===== config.mk =====
export PLATFORM = sky130hd
export DESIGN_NAME = dmem_ctrl
export DESIGN_NICKNAME = d
export VERILOG_FILES = /design/src/rtl/dmem_ctrl.sv
export SDC_FILE = /design/constraint.sdc
export NUM_CORES = 1
export LEC_CHECK = 0
export CAP_MARGIN = 30
export CORE_MARGIN = 10
export CORE_UTILIZATION = 41
export CTS_CLUSTER_DIAMETER = 60
export DETAILED_ROUTE_END_ITERATION = 8
export GPL_ROUTABILITY_DRIVEN = 0
export PLACE_DENSITY = 0.8
export SYNTH_ARGS = -nofsm -noshare
export SYNTH_HDL_FRONTEND = slang
export SYNTH_SLANG_ARGS = --single-unit
export TNS_END_PERCENT = 50

===== constraint.sdc =====
create_clock -name clk -period 4.2 [get_ports clk]
set_input_delay 0.84 -clock clk [delete_from_list [all_inputs] [get_ports clk]]
set_output_delay 0.84 -clock clk [all_outputs]
set_load 0.05 [all_outputs]

===== src/rtl/dmem_ctrl.sv =====
// dmem_ctrl -- multi-cycle data-memory access controller.
//
// Sits between the core's MEM stage and a byte-addressed 128-byte data RAM.
// Accepts one load/store at a time, flags misaligned or out-of-range
// accesses, waits LATENCY cycles, drives the RAM for exactly one ACCESS cycle
// and returns the result with a one-cycle resp_valid pulse.
//
// Ports:
//   clk, rst            core clock, asynchronous active-high reset
//   req_valid/ready     request handshake (ready only in IDLE)
//   req_we/addr/wdata   store flag, byte address, LSB-aligned store data
//   req_ubhw            size/sign code: [1]=word, [0]=half, [2]=unsigned
//   resp_valid          one-cycle response pulse
//   resp_rdata          load data (0 for stores and faults)
//   resp_fault          misaligned / out-of-range, valid with resp_valid
//   stall               req_valid & ~resp_valid, freezes the pipeline
//   ram_addr/din/ubhw   RAM port, driven from the latched request
//   ram_we              RAM write enable, high only during ACCESS
//   ram_dout            RAM combinational read data (already extended)
module dmem_ctrl #(
   parameter int unsigned LATENCY = 2
) (
   input  logic        clk,
   input  logic        rst,
   input  logic        req_valid,
   output logic        req_ready,
   input  logic        req_we,
   input  logic [31:0] req_addr,
   input  logic [31:0] req_wdata,
   input  logic [2:0]  req_ubhw,
   output logic        resp_valid,
   output logic [31:0] resp_rdata,
   output logic        resp_fault,
   output logic        stall,
   output logic [31:0] ram_addr,
   output logic [31:0] ram_din,
   output logic        ram_we,
   output logic [2:0]  ram_ubhw,
   input  logic [31:0] ram_dout
);

   typedef enum logic [1:0] {IDLE, WAIT, ACCESS, RESP} state_t;

   localparam logic [3:0] LAT4     = 4'(LATENCY);
   localparam logic [3:0] CNT_INIT = LAT4 - 4'd1;

   state_t      state;
   logic [3:0]  cnt;
   logic        fault_q;
   logic        we_q;
   logic [31:0] addr_q;
   logic [31:0] wdata_q;
   logic [2:0]  ubhw_q;
   logic        req_fault;

   // Word takes priority over half when both size bits are set.
   always_comb begin
      req_fault = 1'b0;
      if (req_ubhw[1] && (req_addr[1:0] != 2'b00))
         req_fault = 1'b1;
      if (!req_ubhw[1] && req_ubhw[0] && req_addr[0])
         req_fault = 1'b1;
      if (req_addr[31:7] != 25'd0)
         req_fault = 1'b1;
   end

   always_ff @(posedge clk or posedge rst) begin
      if (rst) begin
         state      <= IDLE;
         cnt        <= 4'd0;
         fault_q    <= 1'b0;
         we_q       <= 1'b0;
         addr_q     <= 32'd0;
         wdata_q    <= 32'd0;
         ubhw_q     <= 3'd0;
         resp_valid <= 1'b0;
         resp_fault <= 1'b0;
         resp_rdata <= 32'd0;
         ram_we     <= 1'b0;
      end else begin
         case (state)
            IDLE: begin
               if (req_valid) begin
                  we_q       <= req_we;
                  addr_q     <= req_addr;
                  wdata_q    <= req_wdata;
                  ubhw_q     <= req_ubhw;
                  fault_q    <= req_fault;
                  resp_rdata <= 32'd0;   // faults respond with zero data
                  if (req_fault) begin
                     state      <= RESP;
                     resp_valid <= 1'b1;
                     resp_fault <= 1'b1;
                  end else if (LATENCY > 0) begin
                     state <= WAIT;
                     cnt   <= CNT_INIT;
                  end else begin
                     state  <= ACCESS;
                     ram_we <= req_we;
                  end
               end
            end
            WAIT: begin
               if (cnt == 4'd0) begin
                  state  <= ACCESS;
                  ram_we <= we_q;
               end else begin
                  cnt <= cnt - 4'd1;
               end
            end
            ACCESS: begin
               // ram_we was high for this whole cycle: one negedge write.
               ram_we     <= 1'b0;
               resp_rdata <= we_q ? 32'd0 : ram_dout;
               resp_valid <= 1'b1;
               resp_fault <= fault_q;
               state      <= RESP;
            end
            RESP: begin
               resp_valid <= 1'b0;
               resp_fault <= 1'b0;
               state      <= IDLE;
            end
            default: state <= IDLE;
         endcase
      end
   end

   assign req_ready = (state == IDLE);
   assign stall     = req_valid & ~resp_valid;
   assign ram_addr  = addr_q;
   assign ram_din   = wdata_q;
   assign ram_ubhw  = ubhw_q;

endmodule


Yosys cells after proc, flatten, opt, wreduce, memory -nomap -nowiden. Cells that the tools add are included.

Muxes and demuxes: 20. Reduce and logical (&&, ||, !) cells: 18. Bitwise operators: 2. Add/subtract/negate cells: 1. Equal/unequal tests: 8.

Operators with widths (number): $mux W32 (2); $pmux W32 S2 (1); $reduce_bool A25 Y1 (1); $mux W4 (3); $ne A2 B2 Y1 const B (4); $pmux W2 S4 (1); $pmux W4 S2 (1); $reduce_and A2 Y1 (4); $reduce_bool A2 Y1 (4); $mux W1 (6); $mux W2 (3); $pmux W1 S3 (2); $eq A2 B2 Y1 const B (2); $logic_not A4 Y1 (1); $reduce_and A4 Y1 (1); $sub A4 B1 Y4 const B (1); $logic_and A1 B1 Y1 (3); $reduce_and A3 Y1 (1); $reduce_bool A3 Y1 (1); $eq A2 B1 Y1 const B (1); $logic_not A2 Y1 (1); $ne A2 B1 Y1 const B (1); $pmux W1 S2 (1); $and A1 B1 Y1 (1); other kinds (2) (2).

Word-level logic and storage cells: 60. Output and inout bits: 104. Input port bits: 103. Flip-flop bits (word level): 110.

Logic depth before layout (Yosys ltp). Gate-level depths: netlist of the first run.

Word-level depth: 8. Gate-level depth with buffers: 8. Gate-level depth less buffers: 7.

Least setup slack after synthesis of the first run. No wires, ideal clock.

Kind: input to output. Start point: in req_valid. End point: out stall. Buffers on the path: 0. Arrival: 1.530 ns. Slack: 1.830 ns. Required time: 3.360 ns. Stages on the path: 2. Cell sequence: inv_1 > nor2_1.

Longest elaborated chain between the ends: 1.

Ends and longest elaborated chain: start, declared (RTL line 25) `input logic req_valid,`; $and A1 B1 Y1 (RTL line 130) `assign stall = req_valid & ~resp_valid;`; end, declared (RTL line 34) `output logic stall,`.

No other way between the ends.

Worst setup path in the final report of the first run. Same ends and word-level chain as after synthesis.

==> metrics.log, run 1 <==
INFO  metric final_design_area_no_fill = between 6000 and 7000 µm²
INFO  metric die_area = ~15000 µm²
INFO  metric synthDominantAreaCellType = sky130_fd_sc_hd__dfrtp_1
INFO  metric timing.critical_path.mode_cell = sky130_fd_sc_hd__clkdlybuf4s50_1
INFO  metric rsz0062_at_grt = no
INFO  metric die_x = 124 µm
INFO  metric cp.required = approximately 3400 ps
INFO  metric fillerInstances = approximately 830
INFO  metric starting_utilization_of_the_core_area = a little over two fifths
INFO  metric route.detailed.vias_per_inst = roughly 5.0
INFO  metric post_cts_buffers = 0
INFO  metric max_cap_violations = 0
INFO  metric dr.first_iter.drc_count = 304
INFO  metric synth-edff-count = 0
INFO  metric hold_buf_count_cts = 0
INFO  metric final-hold-violation-count = 0
INFO  metric post_route_cells_drive_above_1_share = between 15 and 20%
INFO  metric r2r_cells = 7
INFO  metric fin_crit = between 3000 and 4000 ps
INFO  metric synth_common_cells = sky130_fd_sc_hd__dfrtp_1 (110), sky130_fd_sc_hd__mux2_2 (68), sky130_fd_sc_hd__nand2_1 (68)
INFO  metric worst_pin_slew = approximately 1000 ps
INFO  metric grt_max_degree = 72
INFO  metric numClockSinks = 110
INFO  metric n_antenna_cell = 0
INFO  metric postCtsResizedCells = 0
INFO  metric postSynthAreaPerCell = 12.5 µm²
INFO  metric fin_crit_sh = 80.9%
INFO  metric grt_pass1_wl = 19600 µm
INFO  metric worst_path_max_delay_cell = sky130_fd_sc_hd__clkdlybuf4s50_1
INFO  metric wirelength = 13100 µm
INFO  metric yosys_most_used_dff = sky130_fd_sc_hd__dfrtp_1
INFO  metric vias = between 3000 and 4000
INFO  metric critPathMaxStageDelay = 850 ps
INFO  metric cell_family_with_most_cp_delay = buffers and inverters
INFO  metric syn_nets = 464
INFO  metric cts.clk_slew.worst_paths = 110 ps
INFO  metric antenna_violations_before_repair = 0
INFO  metric clkLatencyLatePin = 370 ps
INFO  metric timing.final.max_slew_violations = 0
INFO  metric synthMostInstantiatedCell = sky130_fd_sc_hd__dfrtp_1
INFO  metric detailed_place.area = approximately 6700 µm²
INFO  metric critPathLaunchType = input port
INFO  metric status = completed
INFO  metric cts_htree_levels = 3
INFO  metric criticalPathCategory = input port to output port
INFO  metric wire_per_inst = 18.8 µm
INFO  metric crit_path_cell_trace = clkdlybuf4s50_1 > inv_1 > nor2_1 > clkdlybuf4s50_1
INFO  metric synth_seq_area_share = 61.9%
INFO  metric max_freq = 0.294 GHz
INFO  metric drtPass1Iterations = 6
INFO  metric synth_top_cells_by_area = sky130_fd_sc_hd__dfrtp_1 (62%), sky130_fd_sc_hd__mux2_2 (17%), sky130_fd_sc_hd__nand2_1 (5.7%), sky130_fd_sc_hd__o21ai_0 (3.2%), sky130_fd_sc_hd__buf_2 (1.5%)
INFO  metric critical_path_peak_fanout = 5
INFO  metric fraction_of_registers_with_async_set_reset = 100%
INFO  metric setup_viol = 0
INFO  metric ys_seq_elements = 110
INFO  metric power_per_cell_area = between 900 and 1000 nW/µm²
INFO  metric track_usage = 16.3%
INFO  metric route.antenna.remaining_nets = 0
INFO  metric arrival_worst_endpoint = 2560 ps
INFO  metric max-clock-path-buffers = 2
INFO  metric area_of_the_placeable_core = approximately 10000 µm²
INFO  metric clk_root_buffer_cell = sky130_fd_sc_hd__clkbuf_8
INFO  metric grt_remaining_overflow = 0
INFO  metric cts_inserted_buffers = 9
INFO  metric tritoncts_clock_tree = yes
INFO  metric die_h = 124 µm
INFO  metric path_buf_inv = 3
INFO  metric worst-r2r-setup-slack = about 1600 ps
INFO  metric numPortBuffers = 206
INFO  metric num_io_pins = 207
INFO  metric yosysWarnings = 0
INFO  metric worst_hold_path.num_cells = 2
INFO  metric cp_num_cells = 4
INFO  metric worst_ir_drop_vdd = 0.501 mV
INFO  metric final_net_count = 666
INFO  metric maxSlewHeadroom = 32.4%
INFO  metric p_leak = between 2 and 3 nW
INFO  metric hold_ws = between 400 and 500 ps
INFO  metric synth.top_cell.area_share = 61.9%
INFO  metric vias_in_the_first_global_route = 3655
INFO  metric drc = 0
INFO  metric rows = 37
INFO  metric synthesis.area = 4450 µm²
INFO  metric critPathCaptureType = output port
INFO  metric timing.setup.tns = 0 ps
INFO  metric min_path_type = register to register
INFO  metric synth_cell_type_count = 35
INFO  metric skew = 18.4 ps
INFO  metric syn_to_final_growth = 54.6%
INFO  metric place_hpwl = between 10000 and 15000 µm
INFO  metric netlist_instances = 356
-- stage by stage --
| step | std cells | utilization (%) | power (W) | setup slack (ps) |
|---|---|---|---|---|
| finish | 699 | 65.7 | 0.00668 | 801 |
| CTS | 699 | 65.7 | 0.00675 | 794 |
| floorplan | 356 | - | 0.00460 | 458 |
| global route | 699 | 65.7 | 0.00702 | 711 |
| detailed placement | 683 | 63.7 | 0.00607 | 791 |
| global placement | 682 | 63.4 | 0.00593 | 798 |
-- kinds of logic (layout without fill, tap and decap cells) --
| family | count (synthesis) | count (layout) | share of synthesized area, % |
|---|---|---|---|
| flip-flops | 110 | 110 | 61.9 |
| AND/OR/NAND/NOR | 88 | 88 | 8.86 |
| multiplexers | 71 | 71 | 18.1 |
| AO/OA/AOI/OAI | 54 | 54 | 6.86 |
| buffers and inverters | 28 | 235 | 2.90 |
| adder cells (fa/ha/maj) | 5 | 5 | 1.41 |
-- layer usage --
layer	vias up	track usage [%]	routed length, µm
li1	1636	-	-
met4	0	5.54	176
met2	150	27.0	6270
met3	13	7.33	1640
met1	1667	18.4	5060
met5	-	0	0
-- placed cells by master, fill, tap and decap left out, drive strengths merged, types with 2 or more instances in the layout --
master         instances
a21o                   2
a21oi                  3
a31oi                  3
buf                    3
clkbuf                10
clkdlybuf4s50        206
dfrtp                110
ha                     5
inv                   14
mux2                  69
mux2i                  2
nand2                 68
nand4                  2
nor2                   4
nor3                   2
nor4                   6
o21ai                 39
-- power by group --
part	switching, W	leakage [nW]	internal [W]
registers	0.000278	1.36	0.00159
logic	0.00267	1.41	0.00147
clock network	0.000374	0.108	0.000302
-- area by class of cell --
class | count | area, µm² | area share [%]
inverters | 10 | 40.0 | 0.582
repair buffers | 209 | 2120 | 30.8
multi-input cells | 218 | 1590 | 23.1
clock buffers | 10 | 138 | 2.00
flip-flops and latches | 110 | 2750 | 40.0
clock inverters | 6 | 73.8 | 1.07
well taps | 136 | 170 | 2.47
-- registers in the layout, summed over array words and instances, names as in the netlist --
register    cells
resp_fault      1
we_q            1
ram_ubhw        3
ram_we          1
fault_q         1
resp_rdata     32
ram_din        32
resp_valid      1
state           2
ram_addr       32
cnt             4
-- tightest hold or removal path, cell delays in order, from the launching register on --
cell                      delay (ps)
sky130_fd_sc_hd__dfrtp_1         360
sky130_fd_sc_hd__nand2_1          40
sky130_fd_sc_hd__o21ai_0          60
-- worst paths after layout --
kind | from | endpoint
max | req_valid | stall
min | resp_rdata[13] | resp_rdata[13]
max reg2reg | state[1] | cnt[2]
min reg2reg | resp_rdata[13] | resp_rdata[13]
max in group asynchronous | rst | state[0]
min in group asynchronous | rst | ram_din[20]
(Power assumes the default switching activity.)
==> run 2, diff against run 1 <==
--- a/config.mk
+++ b/config.mk
@@ -7,11 +7,11 @@
 export LEC_CHECK = 0
 export CAP_MARGIN = 30
 export CORE_MARGIN = 10
-export CORE_UTILIZATION = 41
+export CORE_UTILIZATION = 37
 export CTS_CLUSTER_DIAMETER = 60
 export DETAILED_ROUTE_END_ITERATION = 8
 export GPL_ROUTABILITY_DRIVEN = 0
-export PLACE_DENSITY = 0.8
+export PLACE_DENSITY = 0.76
 export SYNTH_ARGS = -nofsm -noshare
 export SYNTH_HDL_FRONTEND = slang
 export SYNTH_SLANG_ARGS = --single-unit
==> constraint.sdc (replaced) <==
create_clock -name clk -period 2.8 [get_ports clk]
set_input_delay 0.56 -clock clk [delete_from_list [all_inputs] [get_ports clk]]
set_output_delay 0.56 -clock clk [all_outputs]
set_load 0.05 [all_outputs]
==> run 2 against run 1 <==
Utilization down 5.6 points. Critical path depth down 1. Non-clock buffer count up 3. Combinational power up 50%. Largest cell class unchanged. Flip-flop and latch count unchanged. Total power up 54%. Highest routed layer unchanged. Sequential power up 52%.
==> metrics.log, run 2 (synthesis gave the netlist of run 1 again) <==
INFO  metric post_cts_buffers = 0
INFO  metric antenna_violations_before_repair = 0
INFO  metric critPathCaptureType = output port
INFO  metric syn_to_final_growth = 56.9%
INFO  metric maxSlewHeadroom = roughly three fifths
INFO  metric worst_ir_drop_vdd = 0.756 mV
INFO  metric min_delay_worst_endpoint = resp_rdata[22]
INFO  metric timing.final.max_slew_violations = 0
INFO  metric setup_viol = 0
INFO  metric mostFrequentLayoutCells = sky130_fd_sc_hd__clkdlybuf4s50_1 (205), sky130_fd_sc_hd__dfrtp_1 (110), sky130_fd_sc_hd__mux2_2 (68)
INFO  metric route.detailed.vias_per_inst = roughly 4.9
INFO  metric cp.required = approximately 2200 ps
INFO  metric rows = 39
INFO  metric arrival_worst_endpoint = 1840 ps
INFO  metric mostFrequentLayoutCell = sky130_fd_sc_hd__clkdlybuf4s50_1
INFO  metric place_hpwl = 10500 µm
INFO  metric criticalPathCategory = register to output port
INFO  metric p_leak = 2.91 nW
INFO  metric die_area = 16800 µm²
INFO  metric numClockSinks = 110
INFO  metric hp-start = resp_rdata[22]
INFO  metric vias_in_the_first_global_route = approximately 3800
INFO  metric rsz0062_at_grt = no
INFO  metric layout.core_utilization = 60.1%
INFO  metric critPathLaunchType = register
INFO  metric worst_pin_slew = 591 ps
INFO  metric cts_htree_levels = 3
INFO  metric num_io_pins = 207
INFO  metric grt_pass1_wl = 21100 µm
INFO  metric vias = about 3500
INFO  metric postCtsResizedCells = 0
INFO  metric max-clock-path-buffers = 2
INFO  metric worst_hold_path.num_cells = 2
INFO  metric track_usage = ~16%
INFO  metric final_net_count = 669
INFO  metric post_route_cells_drive_above_1_share = 17.3%
INFO  metric grt_remaining_overflow = 0
INFO  metric wire_per_inst = 19.1 µm
INFO  metric critPathMaxStageDelay = 820 ps
INFO  metric wirelength = 13500 µm
INFO  metric starting_utilization_of_the_core_area = 38.3%
INFO  metric power_per_cell_area = 1470 nW/µm²
INFO  metric hold_ws = 482 ps
INFO  metric final-hold-violation-count = 0
INFO  metric cts_inserted_buffers = 9
INFO  metric skew = between 6 and 7 ps
INFO  metric route.antenna.remaining_nets = 0
INFO  metric clk_root_buffer_cell = sky130_fd_sc_hd__clkbuf_16
INFO  metric area_of_the_placeable_core = 11600 µm²
INFO  metric drtPass1Iterations = 5
INFO  metric drc = 0
INFO  metric dr.first_iter.drc_count = 161
INFO  metric r2r_cells = 6
INFO  metric timing.setup.tns = 0 ps
INFO  metric status = completed
INFO  metric grt_max_degree = 111
INFO  metric clkLatencyLatePin = 340 ps
INFO  metric numPortBuffers = 206
INFO  metric die_h = around 130 µm
INFO  metric die_x = 130 µm
INFO  metric n_antenna_cell = 0
INFO  metric critical_path.reg2reg.startpoint = state[1]
INFO  metric min_path_type = register to register
INFO  metric fin_crit_sh = 85.8%
INFO  metric hold_buf_count_cts = 0
INFO  metric worst_path_max_delay_cell = sky130_fd_sc_hd__clkdlybuf4s50_1
INFO  metric fin_total_pwr = 0.0103 W
INFO  metric r2r_end = resp_rdata[2]
INFO  metric worst-r2r-setup-slack = between 800 and 900 ps
INFO  metric tritoncts_clock_tree = yes
INFO  metric cts.clk_slew.worst_paths = 70 ps
INFO  metric max_freq = 0.416 GHz
INFO  metric fin_crit = 2400 ps
INFO  metric crit_path_cell_trace = inv_1 > ha_1 > clkdlybuf4s50_1
INFO  metric critical_path_peak_fanout = 4
INFO  metric max_cap_violations = 0
==> run 2: how the worst max path moves through the flow <==
| stage | from | to | slack, ps |
|---|---|---|---|
| floorplan | state[0] | resp_rdata[10] | 770 |
| global placement | req_addr[28] | resp_fault | 310 |
| detailed placement | req_addr[28] | cnt[2] | 280 |
| CTS | state[1] | req_ready | 360 |
| global route | state[1] | req_ready | 310 |
| finish | state[1] | req_ready | 400 |
==> run 2: final cells by class <==
class,instances,area [µm²]
fillers,976,4630
well taps,143,179
multi-input cells,218,1580
flip-flops and latches,110,2750
repair buffers,212,2140
clock inverters,4,47.5
clock buffers,12,236
inverters,10,41.3
==> run 2: power breakdown <==
| part | leakage [nW] | internal, W | switching, W | total (W) |
|---|---|---|---|---|
| Clock | 0.137 | 0.000693 | 0.000556 | 0.00125 |
| Combinational | 1.41 | 0.00219 | 0.00401 | 0.00620 |
| Sequential | 1.36 | 0.00240 | 0.000445 | 0.00284 |
==> run 2: per-layer routing <==
metal	vias up	global-route usage, %	wire length (µm)	part of all wire [%]
li1	1633	-	-	-
met1	1674	17.0	5030	37
met2	148	27.0	6630	49
met3	17	7.71	1600	12
met4	0	5.89	256	1.9
met5	-	0	0	0
==> run 2: critical path: cells and delay by family, from the launching register on <==
family	cells	cell delay (ps)
adders and majority gates	1	160
buffers and inverters	2	920
DFF	1	420
==> run 2: through the flow <==
stage / area [µm²] / setup slack, ps / cells
4_1_cts: 6980 / 358 / 709
3_3_place_gp: 6700 / 309 / 693
3_5_place_dp: 6700 / 282 / 693
5_1_grt: 6980 / 307 / 709
6_report: 6980 / 399 / 709
2_1_floorplan: 4450 / 768 / 356
==> run 3, diff against run 2 <==
--- a/config.mk
+++ b/config.mk
@@ -12,7 +12,8 @@
 export DETAILED_ROUTE_END_ITERATION = 8
 export GPL_ROUTABILITY_DRIVEN = 0
 export PLACE_DENSITY = 0.76
+export RECOVER_POWER = 25
 export SYNTH_ARGS = -nofsm -noshare
 export SYNTH_HDL_FRONTEND = slang
 export SYNTH_SLANG_ARGS = --single-unit
-export TNS_END_PERCENT = 50
+export TNS_END_PERCENT = 10
==> run 3 against run 2 <==
Via count about the same. First-iteration DRC count increased by 13%. Clock power about the same. Maximum frequency about the same. Sequential power about the same. Flip-flop and latch count unchanged. Critical path depth unchanged.
==> metrics.log, run 3 (synthesis gave the netlist of run 1 again) <==
INFO  metric final_net_count = 669
INFO  metric grt_remaining_overflow = 0
INFO  metric min_path_type = register to register
INFO  metric status = completed
INFO  metric worst_pin_slew = approximately 1500 ps
INFO  metric route.antenna.remaining_nets = 0
INFO  metric drtPass1Iterations = 4
INFO  metric numPortBuffers = roughly 210
INFO  metric area_of_the_placeable_core = between 10000 and 15000 µm²
INFO  metric starting_utilization_of_the_core_area = 38.3%
INFO  metric die_x = 130 µm
INFO  metric criticalPathCategory = register to output port
INFO  metric setup_viol = 0
INFO  metric rows = 39
INFO  metric max_cap_violations = 0
INFO  metric critical_path_peak_fanout = 4
INFO  metric clkLatencyLatePin = around 340 ps
INFO  metric cts.clk_slew.worst_paths = 70 ps
INFO  metric rsz0062_at_grt = no
INFO  metric numClockSinks = 110
INFO  metric syn_to_final_growth = 56.6%
INFO  metric cts_inserted_buffers = 9
INFO  metric wire_per_inst = 19.0 µm
INFO  metric die_area = 16800 µm²
INFO  metric arrival_worst_endpoint = 1840 ps
INFO  metric track_usage = around 16%
INFO  metric wirelength = 13400 µm
INFO  metric postCtsResizedCells = 0
INFO  metric place_hpwl = between 10000 and 15000 µm
INFO  metric critPathCaptureType = output port
INFO  metric vias = 3470
INFO  metric critPathLaunchType = register
INFO  metric fin_crit_sh = 85.7%
INFO  metric maxSlewHeadroom = 3.01%
INFO  metric max-clock-path-buffers = 2
INFO  metric post_route_cells_drive_above_1_share = 17.3%
INFO  metric die_h = 130 µm
INFO  metric drc = 0
INFO  metric timing.setup.tns = 0 ps
INFO  metric antenna_violations_before_repair = 0
INFO  metric tritoncts_clock_tree = yes
INFO  metric timing.final.max_slew_violations = 0
INFO  metric hold_ws = a little under 500 ps
INFO  metric final-hold-violation-count = 0
INFO  metric worst_ir_drop_vdd = 0.756 mV
INFO  metric num_io_pins = about 210
INFO  metric clk_root_buffer_cell = sky130_fd_sc_hd__clkbuf_16
INFO  metric fin_crit = 2400 ps
INFO  metric post_cts_buffers = 0
INFO  metric n_antenna_cell = 0
INFO  metric cp.required = 2240 ps
INFO  metric grt_max_degree = 111
INFO  metric power_per_cell_area = between 1000 and 1500 nW/µm²
INFO  metric dr.first_iter.drc_count = 182
INFO  metric max_freq = 0.417 GHz
INFO  metric vias_in_the_first_global_route = 3812
INFO  metric p_leak = 2.91 nW
INFO  metric skew = approximately 4.7 ps
INFO  metric hold_buf_count_cts = 0
INFO  metric route.detailed.vias_per_inst = slightly below 5
INFO  metric cts_htree_levels = 3
INFO  metric mostFrequentLayoutCells = sky130_fd_sc_hd__clkdlybuf4s50_1 (204), sky130_fd_sc_hd__dfrtp_1 (110), sky130_fd_sc_hd__mux2_2 (68)
INFO  metric mostFrequentLayoutCell = sky130_fd_sc_hd__clkdlybuf4s50_1
INFO  metric grt_pass1_wl = 21100 µm
==> run 3: changes by cell type in the layout (fill, tap and decap cells not counted) <==
cell | previous run | this run
sky130_fd_sc_hd__dlygate4sd3_1 | 0 | 1
sky130_fd_sc_hd__clkbuf_4 | 0 | 1
sky130_fd_sc_hd__clkdlybuf4s50_1 | 205 | 204
sky130_fd_sc_hd__buf_12 | 3 | 2
==> run 3: cell type report <==
cell class                 instances  area [µm²]
timing repair buffer             212        2130
multi-input combinational        218        1580
sequential                       110        2750
fill                             978        4650
clock buffer                      12         236
tap                              143         179
inverter                          10        41.3
clock inverter                     4        47.5
==> run 3: critical path, stage by stage (launching register included) <==
cell                              delay (ps)
sky130_fd_sc_hd__dfrtp_1                 420
sky130_fd_sc_hd__inv_1                   100
sky130_fd_sc_hd__ha_1                    160
sky130_fd_sc_hd__clkdlybuf4s50_1         820
==> run 3: path summary, 6_finish.rpt <==
| kind | startpoint | endpoint | slack [ps] | cells after the start |
|---|---|---|---|---|
| worst max register to register | state[1] | resp_rdata[2] | 830 | 6 |
| max in group asynchronous | rst | we_q | 630 | 3 |
| worst max-delay path | state[1] | req_ready | 400 | 3 |
| min in group asynchronous | rst | ram_addr[30] | 1270 | 3 |
| worst min register to register | resp_rdata[22] | resp_rdata[22] | 480 | 2 |
| worst min-delay path | resp_rdata[22] | resp_rdata[22] | 480 | 2 |
==> run 3: report_power, final <==
part	switching, W	total (W)	internal [W]
combinational	0.00400	0.00619	0.00219
clock	0.000558	0.00125	0.000693
sequential	0.000445	0.00284	0.00240
total	0.00501	0.0103	0.00528
==> run 3: through the flow <==
step / area (µm²) / utilization (%) / std cells / total power (W) / worst slack, ps
floorplan: 4450 / - / 356 / 0.00690 / 768
global placement: 6700 / 57.6 / 693 / 0.00898 / 309
detailed placement: 6700 / 57.6 / 693 / 0.00913 / 282
CTS: 6980 / 60.1 / 709 / 0.0104 / 358
global route: 6970 / 60.0 / 709 / 0.0108 / 307
finish: 6970 / 60.0 / 709 / 0.0103 / 399
==> run 3: metal layers <==
layer / vias up / track usage (%) / wire (µm)
li1: 1636 / - / -
met1: 1678 / 17.0 / 5010
met2: 140 / 27.0 / 6620
met3: 16 / 7.71 / 1560
met4: 0 / 5.89 / 245
met5: - / 0 / 0
